## config.mk

```make
export PLATFORM = sky130hd
export DESIGN_NAME = leaf_out_arbiter_flat
export DESIGN_NICKNAME = d
export VERILOG_FILES = /design/src/rtl/leaf_out_arbiter_if.sv /design/src/rtl/leaf_out_arbiter.sv /design/src/flat_wrapper.sv
export SDC_FILE = /design/constraint.sdc
export NUM_CORES = 1
export LEC_CHECK = 0
export ABC_AREA = 1
export CELL_PAD_IN_SITES_DETAIL_PLACEMENT = 0
export CELL_PAD_IN_SITES_GLOBAL_PLACEMENT = 1
export CORE_MARGIN = 4
export CORE_UTILIZATION = 19
export CTS_BUF_LIST = sky130_fd_sc_hd__clkbuf_8
export CTS_CLUSTER_SIZE = 28
export DETAILED_ROUTE_END_ITERATION = 7
export GPL_TIMING_DRIVEN = 0
export HOLD_SLACK_MARGIN = 0.06
export PLACE_DENSITY_LB_ADDON = 0.1
export SLEW_MARGIN = 20
export SYNTH_ARGS = -nofsm -noshare
export SYNTH_HDL_FRONTEND = slang
export SYNTH_SLANG_ARGS = --single-unit
```

## constraint.sdc

```tcl
create_clock -name clk -period 2.3 [get_ports clk]
set_clock_uncertainty 0.15 [all_clocks]
set_input_delay 0.69 -clock clk [delete_from_list [all_inputs] [get_ports clk]]
set_output_delay 0.69 -clock clk [all_outputs]
set_load 0.02 [all_outputs]
```

## src/rtl/leaf_out_arbiter_if.sv

```systemverilog
// Requester-side and leaf-side stream signals of the leaf output arbiter.
// master drives the requests and the leaf ack; slave is the arbiter itself.
interface leaf_out_arbiter_if #(
    parameter int PAYLOAD_BITS = 32,
    parameter int NUM_REQ      = 4
);
    logic [NUM_REQ*PAYLOAD_BITS-1:0] din_req;
    logic [NUM_REQ-1:0]              vld_req;
    logic [NUM_REQ-1:0]              ack_req;
    logic [PAYLOAD_BITS-1:0]         dout;
    logic                            vld_out;
    logic                            ack_out;

    // Handshake: a word moves on every clock edge where valid and ack are both
    // high. Valid never waits for ack; ack_req may be high while vld_req is low.
    modport master (
        output din_req, vld_req, ack_out,
        input  ack_req, dout, vld_out
    );

    modport slave (
        input  din_req, vld_req, ack_out,
        output ack_req, dout, vld_out
    );
endinterface

```

## src/rtl/leaf_out_arbiter.sv

```systemverilog
// Round-robin arbiter sharing one leaf_interface input lane among NUM_REQ kernel output
// streams, grants capped at BURST_LEN words. Define ARB_STATS_EN for grant/word counters.
module leaf_out_arbiter #(
    parameter int PAYLOAD_BITS = 32,
    parameter int NUM_REQ      = 4,
    parameter int REQ_BITS     = 2,
    parameter int BURST_LEN    = 16
) (
    input  logic                clk,
    input  logic                reset,
    leaf_out_arbiter_if.slave   bus,
    output logic [REQ_BITS-1:0] grant_id,
    output logic                busy
`ifdef ARB_STATS_EN
    ,
    output logic [31:0]         stat_grants,
    output logic [31:0]         stat_words
`endif
);

    typedef enum logic {
        S_IDLE  = 1'b0,
        S_GRANT = 1'b1
    } state_t;

    state_t              r_state;
    state_t              w_state_nxt;
    logic [REQ_BITS-1:0] r_gnt;
    logic [REQ_BITS-1:0] r_last;
    logic [7:0]          r_cnt;

    logic [REQ_BITS-1:0] w_pick;
    logic                w_any;
    logic                w_vld_gnt;
    logic                w_xfer;
    logic                w_burst_end;
    logic                w_exit;

    // Walk downwards so the nearest set index after r_last is the one that sticks.
    always_comb begin
        w_any  = 1'b0;
        w_pick = '0;
        for (int k = NUM_REQ; k >= 1; k--) begin
            if (bus.vld_req[(int'(r_last) + k) % NUM_REQ]) begin
                w_any  = 1'b1;
                w_pick = REQ_BITS'((int'(r_last) + k) % NUM_REQ);
            end
        end
    end

    always_comb begin
        w_vld_gnt   = bus.vld_req[r_gnt];
        w_xfer      = (r_state == S_GRANT) && w_vld_gnt && bus.ack_out;
        w_burst_end = w_xfer && (r_cnt == 8'(BURST_LEN - 1));
        w_exit      = (r_state == S_GRANT) && (!w_vld_gnt || w_burst_end);
    end

    always_ff @(posedge clk or posedge reset) begin
        if (reset) begin
            r_state <= S_IDLE;
        end else begin
            r_state <= w_state_nxt;
        end
    end

    always_comb begin
        w_state_nxt = r_state;
        case (r_state)
            S_IDLE: begin
                if (w_any) begin
                    w_state_nxt = S_GRANT;
                end
            end
            S_GRANT: begin
                if (w_exit) begin
                    w_state_nxt = S_IDLE;
                end
            end
            default: w_state_nxt = S_IDLE;
        endcase
    end

    always_ff @(posedge clk or posedge reset) begin
        if (reset) begin
            r_gnt  <= '0;
            r_last <= REQ_BITS'(NUM_REQ - 1);
            r_cnt  <= '0;
        end else if ((r_state == S_IDLE) && w_any) begin
            r_gnt <= w_pick;
            r_cnt <= '0;
        end else if (w_exit) begin
            r_last <= r_gnt;
            r_cnt  <= '0;
        end else if (w_xfer) begin
            r_cnt <= r_cnt + 8'd1;
        end
    end

    // Pure pass-through of the granted requester; ack_req depends only on state and ack_out.
    always_comb begin
        bus.dout    = '0;
        bus.vld_out = 1'b0;
        bus.ack_req = '0;
        grant_id    = '0;
        busy        = 1'b0;
        if (r_state == S_GRANT) begin
            bus.dout           = bus.din_req[int'(r_gnt)*PAYLOAD_BITS +: PAYLOAD_BITS];
            bus.vld_out        = w_vld_gnt;
            bus.ack_req[r_gnt] = bus.ack_out;
            grant_id           = r_gnt;
            busy               = 1'b1;
        end
    end

`ifdef ARB_STATS_EN
    logic [31:0] r_stat_grants;
    logic [31:0] r_stat_words;

    always_ff @(posedge clk or posedge reset) begin
        if (reset) begin
            r_stat_grants <= '0;
            r_stat_words  <= '0;
        end else begin
            if ((r_state == S_IDLE) && w_any) begin
                r_stat_grants <= r_stat_grants + 32'd1;
            end
            if (w_xfer) begin
                r_stat_words <= r_stat_words + 32'd1;
            end
        end
    end

    assign stat_grants = r_stat_grants;
    assign stat_words  = r_stat_words;
`endif

endmodule

```

## src/flat_wrapper.sv

```systemverilog
// flat-port wrapper written by rule: the top's interface ports become plain ports
module leaf_out_arbiter_flat 
#(
    parameter int PAYLOAD_BITS = 32,
    parameter int NUM_REQ      = 4,
    parameter int REQ_BITS     = 2,
    parameter int BURST_LEN    = 16
)
  (clk, reset, grant_id, busy, bus_din_req, bus_vld_req, bus_ack_out, bus_ack_req, bus_dout, bus_vld_out);
  leaf_out_arbiter_if #(.PAYLOAD_BITS(PAYLOAD_BITS), .NUM_REQ(NUM_REQ)) bus_i ();
  input  logic clk;
  input  logic reset;
  output logic [REQ_BITS-1:0] grant_id;
  output logic busy;
  input wire logic [$bits(bus_i.din_req)-1:0] bus_din_req;
  input wire logic [$bits(bus_i.vld_req)-1:0] bus_vld_req;
  input wire logic [$bits(bus_i.ack_out)-1:0] bus_ack_out;
  output wire logic [$bits(bus_i.ack_req)-1:0] bus_ack_req;
  output wire logic [$bits(bus_i.dout)-1:0] bus_dout;
  output wire logic [$bits(bus_i.vld_out)-1:0] bus_vld_out;
  assign bus_i.din_req = bus_din_req;
  assign bus_i.vld_req = bus_vld_req;
  assign bus_i.ack_out = bus_ack_out;
  assign bus_ack_req = bus_i.ack_req;
  assign bus_dout = bus_i.dout;
  assign bus_vld_out = bus_i.vld_out;
  leaf_out_arbiter #(.PAYLOAD_BITS(PAYLOAD_BITS), .NUM_REQ(NUM_REQ), .REQ_BITS(REQ_BITS), .BURST_LEN(BURST_LEN)) u_core (.clk(clk), .reset(reset), .bus(bus_i), .grant_id(grant_id), .busy(busy));
endmodule
```

==> out/qor.yml, run 1 <==
grt_pass1_wl_um: 16400
synthesis.nets: 452
drc: 0
antenna_found_initial: 0
p_clk_share_pct: 4.0
die_height_um: 108
hold_violations: 0
wl_um: 11200
max_slew.worst_pin.slew_ns: 0.528
gp_congestion: 0.815
ant_nets: 0
slew_viol_final: 0
status: "complete, but fails checks"
grt_overflow: 0
setup_ws_ns: -0.175
ys_types: 28
grt_usage_pct: 17.7
crit_required_ns: 1.46
max_cap_violations: 0
yosysTopAreaCellShare_pct: 22.0
internal-power_mw: 2.39
port_buffers: 174
nNetsFinal: 648
syn_area_per_cell_um2: 5.97
synth_area_um2: 1890
cts_num_sinks: 13
end_kind: "output pin"
dp.final_hpwl_um: 8750
synthCells: 316
cp-start-kind: "primary input"
routed_via_density: 4.82
vdd_ir_drop_max_mv: 0.400
hold_slack_ns: 0.349
num_rows: 36
ys_ff_latch: 13
synth_top_flop_cell: "dfrtp_1"
pwr_density_cell_nw_per_um2: 1180
rsz0062_at_grt: "yes"
drt_iter0_markers: 149
clockBufferDepth: 2
fin_setup_tns_ns: -4.27
synthArstFlopShare_pct: 100
wire_per_inst_um: 17.4
ioPinCount: 175
pwr-share-seq_pct: 6.8
coreArea_um2: 9730
finalPower_mw: 5.06
yosys_warnings: 0
cts_made_buffers: 3
critPathArrivalTime_ns: 1.64
root_buffer: "clkbuf_8"
combPwrFrac_pct: 89.2
setup_viol: 33
insertion_delay_ns: 0.24
layout-area-overhead-vs-synth_pct: 127
grt_max_degree: 14
dieArea_um2: 11600
leakagePower_nw: 1.80
synth_top_area_cell: "nand3_1"
clkTransAtPathRegs_ns: 0.06
violations: "setup timing"
layout_commonest_cell: "clkdlybuf4s50_1"
min_period_ns: 2.48
holdCritPathClass: "flip-flop to flip-flop"
period_share_pct: 108
htree_levels: 1
vias: 3106
worstSetupPathType: "primary input to output pin"
cts_hold_buf: 0
timing.fmax_mhz: 404
layout_common_cells: "clkdlybuf4s50_1, nand3_1, nand2_1"
cts_tree: "built"
die_w_um: 108
start_util_pct: 19.4
drive_gt1_share_pct: 27.8
p_sw_mw: 2.68
slew_headroom_pct: 64.8
post-place-ws_ns: -0.800
crit_fanout: 1
switching_share_pct: 52.9
synth-seq-area-share_pct: 17.4
synth_edf_count: 0
grt_pass1_vias: 3013
utilization_pct: 44.1
synth.area.top_cells: "nand3_1, dfrtp_1, a22oi_1"
dr.pass1.iters: 7
==> through the flow <==
step	cell area, um2	instances
6_report	4290	645
5_1_grt	4290	644
4_1_cts	4120	640
3_5_place_dp	3910	623
3_3_place_gp	3910	623
2_1_floorplan	2000	316
==> cell type report <==
type                       instances  area, um2
sequential                        13        328
tap                              133        166
fill                            1051       5440
antenna                            1       2.50
clock buffer                       3       41.3
clock inverter                     1       3.75
inverter                          25       97.6
timing repair buffer             191       1810
multi-input combinational        250       1560
buffer                            28        280
==> power by group through the flow <==
stage          Combinational (mW)  Sequential [mW]  Clock (mW)
2_1_floorplan                2.34            0.345           0
3_3_place_gp                 3.96            0.341           0
3_5_place_dp                 3.96            0.341           0
4_1_cts                      4.30            0.339       0.211
5_1_grt                      4.89            0.348       0.222
6_report                     4.52            0.342       0.204
==> repair_timing <==
item | CTS | global route
pin swaps | 26 | 12
buffers inserted | 10 | 2
resized for setup | 281 | 42
gates cloned | 3 | 2
endpoints found under the setup margin | 39 | 37
==> sequential cells by signal, summed over array words and instances, names as in the netlist <==
name	count
u_core.r_last	2
u_core.r_gnt	2
u_core.r_cnt	8
u_core.r_state	1
==> final timing paths <==
path	from	to	slack, ns	cells past startpoint
worst max-delay path	bus_din_req[82]	bus_dout[18]	-0.18	4
worst min register to register	u_core.r_last[1]$_DFFE_PP1P_	u_core.r_last[1]$_DFFE_PP1P_	0.35	2
max in group asynchronous	reset	u_core.r_last[0]$_DFFE_PP1P_	1.00	2
worst min-delay path	u_core.r_last[1]$_DFFE_PP1P_	u_core.r_last[1]$_DFFE_PP1P_	0.35	2
min in group asynchronous	reset	u_core.r_cnt[2]$_DFFE_PP0P_	0.63	2
worst max register to register	u_core.r_gnt[0]$_DFFE_PP0P_	u_core.r_cnt[5]$_DFFE_PP0P_	0.38	10
==> critical path, cell delays in order <==
cell and delay [ns]:
clkdlybuf4s50_1 0.46, nand3_1 0.07, a31oi_1 0.22, buf_4 0.19
==> cells in the mapped netlist, types with 2 or more instances <==
master / instances
nand3_1: 83
dfstp_2: 2
nor2_1: 16
a21oi_1: 3
inv_1: 22
clkbuf_1: 16
nand2_2: 4
nor2_4: 2
buf_2: 2
a31oi_1: 32
dfrtp_1: 11
nand2_1: 59
o21ai_1: 2
buf_4: 2
buf_6: 2
nand4_1: 7
buf_1: 6
nor3_1: 3
a22oi_1: 32
inv_2: 2
==> cell families (layout without fill, tap and decap cells) <==
| family | after synthesis | after routing | synth area share (%) |
|---|---|---|---|
| other cells | 0 | 1 | 0 |
| compound gates | 72 | 72 | 26.3 |
| simple gates | 177 | 177 | 43.8 |
| flops | 13 | 13 | 17.4 |
| fa+ha+maj | 1 | 1 | 0.663 |
| buf+inv | 53 | 248 | 11.9 |
==> routing by layer <==
| metal | wire length (um) | global-route usage [%] |
|---|---|---|
| met3 | 801 | 4.08 |
| met1 | 4460 | 22.0 |
| met4 | 120 | 1.98 |
| met5 | 0 | 0 |
| met2 | 5820 | 32.1 |
No activity file was read; power rests on OpenSTA's default activity.
==> run 2: changes to the inputs <==
Settings changed: MAX_ROUTING_LAYER set to met4.
==> out/qor.yml, run 2 (same netlist as run 1, synthesis figures left out) <==
p_sw_mw: 2.69
placed_area_um2: 3910
critPathArrivalTime_ns: 1.64
port_buffers: 174
drive_gt1_share_pct: 27.8
ant_nets: 0
rr_startpoint: "u_core.r_gnt[0]$_DFFE_PP0P_"
grt_pass1_vias: 3009
max_cap_violations: 0
hold_violations: 0
max_slew.worst_pin.slew_ns: 0.528
end_kind: "output pin"
grt_pass1_wl_um: 16400
grt_overflow: 0
die_height_um: 108
setup_viol: 33
period_share_pct: 108
grt_usage_pct: 18.2
slew_viol_final: 0
crit_required_ns: 1.46
vdd_ir_drop_max_mv: 0.399
hold_start: "u_core.r_last[1]$_DFFE_PP1P_"
fin_setup_tns_ns: -4.32
whs_path_depth: 2
clockBufferDepth: 2
reg2reg_depth: 10
nNetsFinal: 648
internal-power_mw: 2.39
violations: "setup timing"
diodes: 0
drt_iter0_markers: 153
pwr_density_cell_nw_per_um2: 1180
dp.final_hpwl_um: 8750
utilization_pct: 44.1
coreArea_um2: 9730
htree_levels: 1
crit_start: "u_core.r_gnt[0]$_DFFE_PP0P_"
die_w_um: 108
fin_area_um2: 4290
dieArea_um2: 11600
layout_commonest_cell: "clkdlybuf4s50_1"
routed_via_density: 4.86
pwr-share-seq_pct: 6.7
combPwrFrac_pct: 89.2
post-place-ws_ns: -0.800
drc: 0
largest_reg_flops: 8
slew_headroom_pct: 64.8
status: "complete, but fails checks"
grt_max_degree: 14
cp-start-kind: "flip-flop"
clkTransAtPathRegs_ns: 0.06
layout-area-overhead-vs-synth_pct: 127
holdCritPathClass: "flip-flop to flip-flop"
whs_endpoint: "u_core.r_last[1]$_DFFE_PP1P_"
top_regs: "u_core.r_cnt x8, u_core.r_gnt x2, u_core.r_last x2"
switching_share_pct: 52.9
timing.fmax_mhz: 403
crit_fanout: 5
num_rows: 36
p_clk_share_pct: 4.1
gp_congestion: 0.827
rrSetupSlack_ns: 0.38
rsz0062_at_grt: "yes"
wl_um: 11200
layout_common_cells: "clkdlybuf4s50_1, nand3_1, nand2_1"
worstSetupPathType: "flip-flop to output pin"
cts_num_sinks: 13
antenna_found_initial: 0
setup_ws_ns: -0.181
cts_tree: "built"
finalPower_mw: 5.07
min_period_ns: 2.48
leakagePower_nw: 1.80
nFillCells: 1052
insertion_delay_ns: 0.25
wire_per_inst_um: 17.4
start_util_pct: 19.4
cts_made_buffers: 3
vias: 3128
r2r_end: "u_core.r_cnt[5]$_DFFE_PP0P_"
root_buffer: "clkbuf_8"
dr.pass1.iters: 6
largest-register: "u_core.r_cnt"
cts_hold_buf: 0
ioPinCount: 175
==> run 2: changes by cell type in the layout (fill, tap and decap cells not counted), sizes merged <==
cell    before  now
buf         68   70
clkbuf      19   17
diode        1    0
==> run 2: how the worst max path moves through the flow <==
stage | to | cells past startpoint
6_report | bus_dout[18] | 7
2_1_floorplan | bus_dout[18] | 5
3_5_place_dp | bus_vld_out | 6
3_3_place_gp | bus_vld_out | 6
5_1_grt | bus_dout[6] | 7
4_1_cts | bus_dout[18] | 6
==> run 2: worst max-delay path, cell delays in order (launching register included) <==
cell and delay (ns):
dfrtp_1 0.41, buf_6 0.15, nor2_4 0.14, buf_12 0.14, buf_8 0.12, a22oi_2 0.07, a31oi_1 0.18, buf_4 0.19
==> run 2: what timing repair did <==
item / CTS / global route
gates resized for setup: 281 / 44
gates cloned: 3 / 2
hold endpoints to repair: 0 / 0
setup buffers: 10 / 2
pin swaps: 26 / 12
endpoints found under the setup margin: 39 / 37
==> run 2: layer usage <==
metal	wire, um	part of all wire, %	track usage (%)
met5	0	0	-
met4	120	1.1	1.98
met3	747	6.7	3.06
met2	5810	52	31.9
met1	4550	41	22.8
==> run 2: power by group through the flow <==
| stage | clock network [mW] | logic (mW) | registers (mW) |
|---|---|---|---|
| 3_3_place_gp | 0 | 3.96 | 0.341 |
| 5_1_grt | 0.222 | 4.89 | 0.348 |
| 3_5_place_dp | 0 | 3.96 | 0.341 |
| 6_report | 0.206 | 4.53 | 0.342 |
| 2_1_floorplan | 0 | 2.34 | 0.345 |
| 4_1_cts | 0.211 | 4.30 | 0.339 |
==> run 2: stage by stage <==
stage          cells  hold WS [ns]
3_3_place_gp     623         0.336
4_1_cts          640         0.352
2_1_floorplan    316         0.314
5_1_grt          644         0.382
6_report         644         0.349
3_5_place_dp     623         0.343
==> run 2: area by class of cell <==
| type | count | area (um2) | area share, % |
|---|---|---|---|
| Buffer | 28 | 280 | 6.54 |
| Clock buffer | 3 | 41.3 | 0.963 |
| Clock inverter | 1 | 3.75 | 0.0875 |
| Inverter | 25 | 97.6 | 2.28 |
| Multi-Input combinational cell | 250 | 1560 | 36.4 |
| Sequential cell | 13 | 328 | 7.65 |
| Tap cell | 133 | 166 | 3.88 |
| Timing Repair Buffer | 191 | 1810 | 42.2 |
==> run 3: changes to the inputs <==
Settings changed: SKIP_CTS_REPAIR_TIMING set to 1.
==> out/qor.yml, run 3 (same netlist as run 1, synthesis figures left out) <==
wire_per_inst_um: 17.4
port_buffers: 174
num_rows: 36
period_share_pct: 111
crit_fanout: 10
cp-start-kind: "flip-flop"
slew_viol_final: 0
layout-area-overhead-vs-synth_pct: 125
crit_required_ns: 1.46
post-place-ws_ns: -0.800
die_height_um: 108
cts_made_buffers: 3
dieArea_um2: 11600
rsz0062_at_grt: "yes"
grt_max_degree: 14
worstSetupPathType: "flip-flop to output pin"
fin_setup_tns_ns: -5.73
timing.fmax_mhz: 391
layout_common_cells: "clkdlybuf4s50_1, nand3_1, nand2_1"
wl_um: 11200
critPathArrivalTime_ns: 1.72
drt_iter0_markers: 184
coreArea_um2: 9730
vdd_ir_drop_max_mv: 0.389
ioPinCount: 175
routed_via_density: 4.79
setup_ws_ns: -0.260
antenna_found_initial: 0
gp_congestion: 0.827
htree_levels: 1
placed_area_um2: 3910
holdCritPathClass: "flip-flop to flip-flop"
final_cells: 643
slew_headroom_pct: 64.6
end_kind: "output pin"
clockBufferDepth: 2
clkTransAtPathRegs_ns: 0.06
hold_violations: 0
layout_commonest_cell: "clkdlybuf4s50_1"
pwr_density_cell_nw_per_um2: 1160
grt_pass1_wl_um: 15900
start_util_pct: 19.4
max_slew.worst_pin.slew_ns: 0.531
die_w_um: 108
nNetsFinal: 647
vias: 3077
dr.pass1.iters: 6
insertion_delay_ns: 0.25
path_cells: "buf_6 -> nor2_4 -> buf_12 -> buf_8 -> a22oi_1 -> a31oi_2 -> clkbuf_2"
status: "complete, but fails checks"
diodes: 0
root_buffer: "clkbuf_8"
ant_nets: 0
setup_viol: 33
max_stage_delay_ns: 0.41
fin_area_um2: 4240
largest_reg_flops: 8
largest-register: "u_core.r_cnt"
grt_overflow: 0
drc: 0
grt_usage_pct: 17.7
cts_tree: "built"
leakagePower_nw: 1.84
max_cap_violations: 0
top_regs: "u_core.r_cnt x8, u_core.r_gnt x2, u_core.r_last x2"
drive_gt1_share_pct: 25.5
min_period_ns: 2.56
dp.final_hpwl_um: 8750
cts_num_sinks: 13
grt_pass1_vias: 2917
slowest_stage: "dfrtp_1"
place_inst: 623
violations: "setup timing"
==> run 3: cell types whose count changed in the layout (fill, tap and decap cells not counted), sizes merged <==
cell,change
buf,-6
clkbuf,+3
clkdlybuf4s50,+9
clkinv,-1
clkinvlp,+1
dlygate4sd2,-15
dlymetal6s2s,+8
==> run 3: cell type report <==
type,count,area [um2]
clock buffer,3,41.3
timing repair buffer,190,1840
buffer,28,234
tap,133,166
multi-input combinational,250,1530
inverter,25,100
sequential,13,328
clock inverter,1,3.75
fill,1050,5490
==> run 3: metal layers <==
metal	share of wire, %	vias to the layer above	GRT usage (%)
met2	51	118	30.5
met1	42	1415	22.1
met5	0	-	-
met4	1.4	0	2.61
met3	6.2	10	3.00
li1	-	1534	-
==> run 3: path summary, 6_finish.rpt <==
| path | to | slack (ns) | startpoint | cells after the start |
|---|---|---|---|---|
| min in group asynchronous | u_core.r_cnt[0]$_DFFE_PP0P_ | 0.63 | reset | 2 |
| hold / removal | u_core.r_last[1]$_DFFE_PP1P_ | 0.35 | u_core.r_last[1]$_DFFE_PP1P_ | 2 |
| setup / recovery | bus_dout[24] | -0.26 | u_core.r_gnt[1]$_DFFE_PP0P_ | 7 |
| hold reg to reg | u_core.r_last[1]$_DFFE_PP1P_ | 0.35 | u_core.r_last[1]$_DFFE_PP1P_ | 2 |
| setup reg to reg | u_core.r_gnt[0]$_DFFE_PP0P_ | 0.41 | u_core.r_last[0]$_DFFE_PP1P_ | 12 |
| max in group asynchronous | u_core.r_last[0]$_DFFE_PP1P_ | 1.00 | reset | 2 |
==> run 3: critical path, delay by kind of cell, from the launching register on <==
family,cells,cell delay [ns]
and+or+nand+nor,1,0.22
buffers and inverters,4,0.62
AOI/OAI and AO/OA,2,0.22
DFF,1,0.41
==> run 3: metrics by stage <==
stage | hold WS, ns | total power [mW] | util [%]
3_3_place_gp | 0.336 | 4.30 | 40.2
3_5_place_dp | 0.343 | 4.31 | 40.2
4_1_cts | 0.352 | 4.53 | 40.6
2_1_floorplan | 0.314 | 2.69 | -
6_report | 0.349 | 4.94 | 43.6
5_1_grt | 0.382 | 5.33 | 43.6
==> run 3: where the power goes <==
| group | internal, mW | leakage (nW) | switching, mW |
|---|---|---|---|
| Combinational | 1.86 | 1.64 | 2.53 |
| Sequential | 0.296 | 0.167 | 0.0466 |
| Clock | 0.118 | 0.0269 | 0.0881 |
| Total | 2.27 | 1.84 | 2.67 |
